[config.mk]
export PLATFORM = sky130hd
export DESIGN_NAME = div_iter_hs
export DESIGN_NICKNAME = d
export VERILOG_FILES = /design/src/rtl/div_iter_hs.sv
export SDC_FILE = /design/constraint.sdc
export NUM_CORES = 1
export LEC_CHECK = 0
export BUFFER_PORTS_ARGS = -buffer_cell sky130_fd_sc_hd__buf_2
export CORE_MARGIN = 2
export CORE_UTILIZATION = 35
export CTS_BUF_LIST = sky130_fd_sc_hd__clkbuf_8 sky130_fd_sc_hd__clkbuf_16
export CTS_CLUSTER_SIZE = 12
export DETAILED_ROUTE_END_ITERATION = 7
export PLACE_DENSITY = 0.58
export REMOVE_ABC_BUFFERS = 1
export SLEW_MARGIN = 10
export SYNTH_ARGS = -nofsm -noshare
export SYNTH_HDL_FRONTEND = slang
export SYNTH_SLANG_ARGS = --single-unit
[constraint.sdc]
create_clock -name clk -period 3.05 [get_ports clk]
set_input_delay 0.61 -clock clk [delete_from_list [all_inputs] [get_ports clk]]
set_output_delay 0.61 -clock clk [all_outputs]
set_load 0.01 [all_outputs]
[src/rtl/div_iter_hs.sv]
// Multi-cycle restoring integer divider (one quotient bit per cycle) with
// signed/unsigned mode, divide-by-zero flag, flush and valid/ready result handshake.
module div_iter_hs #(
   parameter int unsigned WIDTH = 32
) (
   input  logic             clk,
   input  logic             rst,
   input  logic             flush_i,
   input  logic             start_i,
   input  logic             signed_i,
   input  logic [WIDTH-1:0] dividend_i,
   input  logic [WIDTH-1:0] divisor_i,
   output logic             ready_o,
   output logic             busy_o,
   output logic             out_valid_o,
   input  logic             out_ready_i,
   output logic [WIDTH-1:0] quotient_o,
   output logic [WIDTH-1:0] remainder_o,
   output logic             div_zero_o
);

   localparam int unsigned CNT_W = $clog2(WIDTH) + 1;

   localparam logic [2:0] S_IDLE  = 3'd0;
   localparam logic [2:0] S_CALC  = 3'd1;
   localparam logic [2:0] S_FIX   = 3'd2;
   localparam logic [2:0] S_DZERO = 3'd3;
   localparam logic [2:0] S_DONE  = 3'd4;

   logic [2:0]       state_q, state_d;
   logic [CNT_W-1:0] cnt_q, cnt_d;
   logic [WIDTH-1:0] dvd_q, dvd_d;    // dividend magnitude, becomes quotient magnitude
   logic [WIDTH-1:0] dsr_q, dsr_d;
   logic [WIDTH-1:0] rem_q, rem_d;
   logic             neg_q_q, neg_q_d;
   logic             neg_r_q, neg_r_d;
   logic [WIDTH-1:0] quot_q, quot_d;
   logic [WIDTH-1:0] remo_q, remo_d;
   logic             valid_q, valid_d;
   logic             dz_q, dz_d;
   logic             ready_q, ready_d;
   logic             busy_q, busy_d;

   logic [WIDTH-1:0] shifted;
   logic [WIDTH:0]   trial;
   logic             a_neg, b_neg;

   // State and datapath registers
   always_ff @(posedge clk) begin
      if (rst) begin
         state_q <= S_IDLE;
         cnt_q   <= '0;
         dvd_q   <= '0;
         dsr_q   <= '0;
         rem_q   <= '0;
         neg_q_q <= 1'b0;
         neg_r_q <= 1'b0;
         quot_q  <= '0;
         remo_q  <= '0;
         valid_q <= 1'b0;
         dz_q    <= 1'b0;
         ready_q <= 1'b1;
         busy_q  <= 1'b0;
      end else begin
         state_q <= state_d;
         cnt_q   <= cnt_d;
         dvd_q   <= dvd_d;
         dsr_q   <= dsr_d;
         rem_q   <= rem_d;
         neg_q_q <= neg_q_d;
         neg_r_q <= neg_r_d;
         quot_q  <= quot_d;
         remo_q  <= remo_d;
         valid_q <= valid_d;
         dz_q    <= dz_d;
         ready_q <= ready_d;
         busy_q  <= busy_d;
      end
   end

   // Next-state and datapath logic
   always_comb begin
      state_d = state_q;
      cnt_d   = cnt_q;
      dvd_d   = dvd_q;
      dsr_d   = dsr_q;
      rem_d   = rem_q;
      neg_q_d = neg_q_q;
      neg_r_d = neg_r_q;
      quot_d  = quot_q;
      remo_d  = remo_q;
      valid_d = valid_q;
      dz_d    = dz_q;
      a_neg   = signed_i & dividend_i[WIDTH-1];
      b_neg   = signed_i & divisor_i[WIDTH-1];
      shifted = {rem_q[WIDTH-2:0], dvd_q[WIDTH-1]};
      trial   = {1'b0, shifted} - {1'b0, dsr_q};

      case (state_q)
         S_IDLE: begin
            if (start_i) begin
               neg_q_d = a_neg ^ b_neg;
               neg_r_d = a_neg;
               cnt_d   = '0;
               rem_d   = '0;
               dsr_d   = b_neg ? (-divisor_i) : divisor_i;
               // On divide-by-zero the original dividend is kept for the remainder
               if (divisor_i == '0) begin
                  dvd_d   = dividend_i;
                  state_d = S_DZERO;
               end else begin
                  dvd_d   = a_neg ? (-dividend_i) : dividend_i;
                  state_d = S_CALC;
               end
            end
         end
         S_CALC: begin
            if (!trial[WIDTH]) begin
               rem_d = trial[WIDTH-1:0];
               dvd_d = {dvd_q[WIDTH-2:0], 1'b1};
            end else begin
               rem_d = shifted;
               dvd_d = {dvd_q[WIDTH-2:0], 1'b0};
            end
            cnt_d = cnt_q + CNT_W'(1);
            if (cnt_q == CNT_W'(WIDTH - 1)) begin
               state_d = S_FIX;
            end
         end
         S_FIX: begin
            quot_d  = neg_q_q ? (-dvd_q) : dvd_q;
            remo_d  = neg_r_q ? (-rem_q) : rem_q;
            dz_d    = 1'b0;
            state_d = S_DONE;
         end
         S_DZERO: begin
            quot_d  = '1;
            remo_d  = dvd_q;
            dz_d    = 1'b1;
            state_d = S_DONE;
         end
         S_DONE: begin
            // Valid rises one cycle after entering DONE
            if (!valid_q) begin
               valid_d = 1'b1;
            end else if (out_ready_i) begin
               valid_d = 1'b0;
               dz_d    = 1'b0;
               state_d = S_IDLE;
            end
         end
         default: begin
            state_d = S_IDLE;
         end
      endcase

      if (flush_i) begin
         state_d = S_IDLE;
         valid_d = 1'b0;
         dz_d    = 1'b0;
      end

      ready_d = (state_d == S_IDLE);
      busy_d  = (state_d != S_IDLE);
   end

   assign ready_o     = ready_q;
   assign busy_o      = busy_q;
   assign out_valid_o = valid_q;
   assign quotient_o  = quot_q;
   assign remainder_o = remo_q;
   assign div_zero_o  = dz_q;

endmodule

==> flow_summary.toml <==
[synthesis]
yosysUniqueCellTypes = 60
synth_edf_count = 0
post_synthesis_sequential_area_ratio_pct = 32.0
synth_area_leaders = "sky130_fd_sc_hd__dfxtp_1 (32%), sky130_fd_sc_hd__xor2_1 (6.6%), sky130_fd_sc_hd__nand2_1 (6.0%)"
synth_top_family_by_area = "compound AO/OA/AOI/OAI gates"
multiplexer_fraction_of_the_synthesized_cell_area_pct = 0.377
synth_compound_gate_area_share_pct = 25.9
postSynth.topFlopCell = "sky130_fd_sc_hd__dfxtp_1"
synthXorXnorAreaFrac_pct = 11.5
synth.avg_cell_area_um2 = 7.58
cell_types_with_the_highest_counts_after_synthesis = "sky130_fd_sc_hd__dfxtp_1 (175), sky130_fd_sc_hd__nand2_1 (175), sky130_fd_sc_hd__nor2_1 (140), sky130_fd_sc_hd__o21ai_0 (119), sky130_fd_sc_hd__a21oi_1 (104)"
synth_adder_area_share_pct = 4.53
yosysWarnings = 0
synth_largest_area_cell = "sky130_fd_sc_hd__dfxtp_1"
register_bit_total_from_synthesis = 175
netlist_area_um2 = 10900
synthesis.instances = 1444
synth_simple_gate_area_share_pct = 20.4
netlist.area_leader.share_pct = 32.0
asyncSetResetFlopFracSynth_pct = 0

[sta]
timing.final.max_slew_violations = 0
hold_violations = 0
finalClockSkew_ns = 0.0170
setup_violations = 0
totalNegativeSetupSlack_ns = 0
timing.slew.headroom_pct = 57.2
final.period_utilization_pct = 98.6
period_minus_slack_ns = 3.01
worst_pin_slew_ns = 0.642
max_freq_mhz = 332
rsz0062_at_grt = "true"

[cts]
clock_latency_reported_for_the_late_side_of_the_worst_skew_pair_ns = 0.45
clk_pin_slew_worst_paths_ns = 0.07
cts_tree = "yes"
clock_path_buffers = 2
clock_sinks = 175
number_of_clock_buffers_inserted_by_tritoncts = 17
htree_levels = 4
clock_root_buffer_master = "sky130_fd_sc_hd__clkbuf_16"

[route]
detail_route.wirelength_um = 33300
ant_nets = 0
avg_vias_per_cell = 5.32
detail_route.iter0.violations = 733
detail_route.drc_violations = 0
via_count = 10900
drt_first_pass_iters = 5
avgRoutedWirePerCell_um = 16.3

[worst_setup_path]
cp_max_fo = 11
cp_slowest_cell = "sky130_fd_sc_hd__or4_4"
critical_path.cell_chain = "buf_2 -> or4_4 -> or4b_4 -> or4_4 -> or4_4 -> and3_4 -> o21ai_0 -> xor2_1 -> o22ai_1"
worst_path_most_repeated_cell = "sky130_fd_sc_hd__or4_4"
cp_data_arrival_time_ns = 3.33
critical-path-max-stage-delay_ns = 0.53
critPathRequiredTime_ns = 3.37
critPathKind = "input pin to register"
critPathCaptureType = "register"
worst_setup_path_start_kind = "input pin"

[grt]
grt_pass1_vias = 10000
grt_max_degree = 69
grt_pass1_wl_um = 52200
overflow = 0
antenna_found_initial = 0
grt.total_usage_pct = 19.5

[cells_and_area]
finish.cell_count_without_fillers = 2042
final_core_utilization_pct = 43.8
nets = 1742
syn2layout_area_growth_pct = 22.7
final.fill_count = 3150
antenna-diode-count = 0
share_of_final_layout_standard_cells_stronger_than_drive_strength_1_pct = 20.0

[die]
io_pins = 138
std_cell_rows = 64
die-width_um = 181
die-height_um = 181
die_area_um2 = 32700
initial_core_util_pct = 35.7
design.core.area_um2 = 30700

[placed_design]
placed_cell_count = 2004
detail_placement_hpwl_um = 24800
port_buffers = 137
globalplace.congestion = 0.888

[power_and_ir_drop]
worst_ir_drop_vdd_v = 0.000386
power.leakage_uw = 0.00558
power-per-cell-area_nw_per_um2 = 415
totalPowerFinal_uw = 5580

[worst_hold_path]
hold_path.class = "register to register"

[job]
timing.max_cap.violations = 0

[status]
outcome = "completed"
==> layout make-up <==
class / count / area, um^2 / share of cell area [%]
multi-input combinational: 1123 / 6940 / 51.7
sequential: 175 / 3510 / 26.1
timing repair buffer: 266 / 1730 / 12.9
tap: 396 / 495 / 3.69
clock buffer: 18 / 439 / 3.27
inverter: 50 / 188 / 1.40
clock inverter: 14 / 123 / 0.913
==> repair_timing <==
action                     CTS  global route
hold buffers                 0             0
pin swaps                    1             5
buffers inserted             1             0
setup endpoints to repair   25            50
gates cloned                 0             5
gates resized for setup      3            14
==> per-stage QoR <==
step                hold slack [ns]  cell area (um^2)  setup WS (ns)
floorplan                     0.426             10600          -6.42
global placement              0.442             12700         -0.395
detailed placement            0.445             12700         -0.448
CTS                           0.455             13300        0.00797
global route                  0.476             13400        -0.0125
finish                        0.453             13400         0.0423
==> worst max-delay path: cells and delay by family <==
family	cells	cell delay (ns)
xor gates and xnor gates	1	0.16
buffers and inverters	1	0.10
AOI/OAI and AO/OA	2	0.21
and+or+nand+nor	5	2.25
==> logic make-up after synthesis <==
logic type                 after synthesis
and+or+nand+nor                        481
AOI/OAI and AO/OA                      453
DFF                                    175
buffers and inverters                  148
xor gates and xnor gates               144
adders and majority gates               39
muxes                                    4
==> path summary, 6_finish.rpt <==
kind	startpoint	to	slack, ns	cells past startpoint
max reg2reg	dvd_q[31]$_SDFFE_PP0P_	rem_q[31]$_SDFFE_PP0P_	0.09	13
min	remainder_o[6]$_SDFFE_PP0P_	remainder_o[6]$_SDFFE_PP0P_	0.45	2
max	divisor_i[17]	dvd_q[25]$_SDFFE_PP0P_	0.04	9
min reg2reg	remainder_o[6]$_SDFFE_PP0P_	remainder_o[6]$_SDFFE_PP0P_	0.45	2
==> sequential cells by signal, summed over array words and instances (netlist names), 3 cells and up <==
signal and cells:
cnt_q 6, state_q 3, dsr_q 32, quotient_o 32
rem_q 32, remainder_o 32, dvd_q 32
==> where the power goes <==
group          internal, uW  leakage, uW  switching (uW)
clock                  1100     0.000275            1050
combinational           423      0.00388             565
sequential             2360      0.00142            80.2
total                  3880      0.00558            1690
==> metal layers <==
| metal | GRT usage, % | share of wire, % | wire length, um | up-vias |
|---|---|---|---|---|
| met4 | 4.42 | 1.2 | 386 | 0 |
| li1 | - | - | - | 5541 |
| met2 | 31.0 | 45 | 15000 | 273 |
| met5 | 0 | 0 | 0 | - |
| met1 | 27.7 | 49 | 16200 | 5026 |
| met3 | 3.06 | 5.2 | 1720 | 27 |
==> cell usage in the layout (no fill, tap or decap), types with 4 or more instances in the layout <==
| master | instances |
|---|---|
| sky130_fd_sc_hd__a21o_1 | 19 |
| sky130_fd_sc_hd__o21ai_0 | 111 |
| sky130_fd_sc_hd__a21oi_1 | 103 |
| sky130_fd_sc_hd__ha_1 | 38 |
| sky130_fd_sc_hd__buf_2 | 136 |
| sky130_fd_sc_hd__nand2b_1 | 18 |
| sky130_fd_sc_hd__o31ai_1 | 20 |
| sky130_fd_sc_hd__a311oi_1 | 4 |
| sky130_fd_sc_hd__or4_1 | 9 |
| sky130_fd_sc_hd__nor4_1 | 12 |
| sky130_fd_sc_hd__clkbuf_16 | 20 |
| sky130_fd_sc_hd__a31oi_1 | 10 |
| sky130_fd_sc_hd__or2_2 | 6 |
| sky130_fd_sc_hd__o21ai_1 | 8 |
| sky130_fd_sc_hd__inv_6 | 4 |
| sky130_fd_sc_hd__a32oi_1 | 6 |
| sky130_fd_sc_hd__inv_1 | 51 |
| sky130_fd_sc_hd__buf_4 | 125 |
| sky130_fd_sc_hd__and2_1 | 6 |
| sky130_fd_sc_hd__a22oi_1 | 30 |
| sky130_fd_sc_hd__nand3_1 | 24 |
| sky130_fd_sc_hd__nor3_1 | 24 |
| sky130_fd_sc_hd__o22ai_1 | 51 |
| sky130_fd_sc_hd__nand4_1 | 5 |
| sky130_fd_sc_hd__o41ai_1 | 11 |
| sky130_fd_sc_hd__nor2_1 | 138 |
| sky130_fd_sc_hd__or3_1 | 23 |
| sky130_fd_sc_hd__inv_8 | 5 |
| sky130_fd_sc_hd__nor2b_1 | 6 |
| sky130_fd_sc_hd__o211ai_1 | 15 |
| sky130_fd_sc_hd__nand2_1 | 174 |
| sky130_fd_sc_hd__xor2_1 | 82 |
| sky130_fd_sc_hd__xnor2_1 | 62 |
| sky130_fd_sc_hd__nand3b_1 | 5 |
| sky130_fd_sc_hd__a22o_1 | 13 |
| sky130_fd_sc_hd__and3_1 | 6 |
| sky130_fd_sc_hd__dfxtp_1 | 173 |
| sky130_fd_sc_hd__a211oi_1 | 32 |
Note: power is estimated with default switching activity, not from simulation.
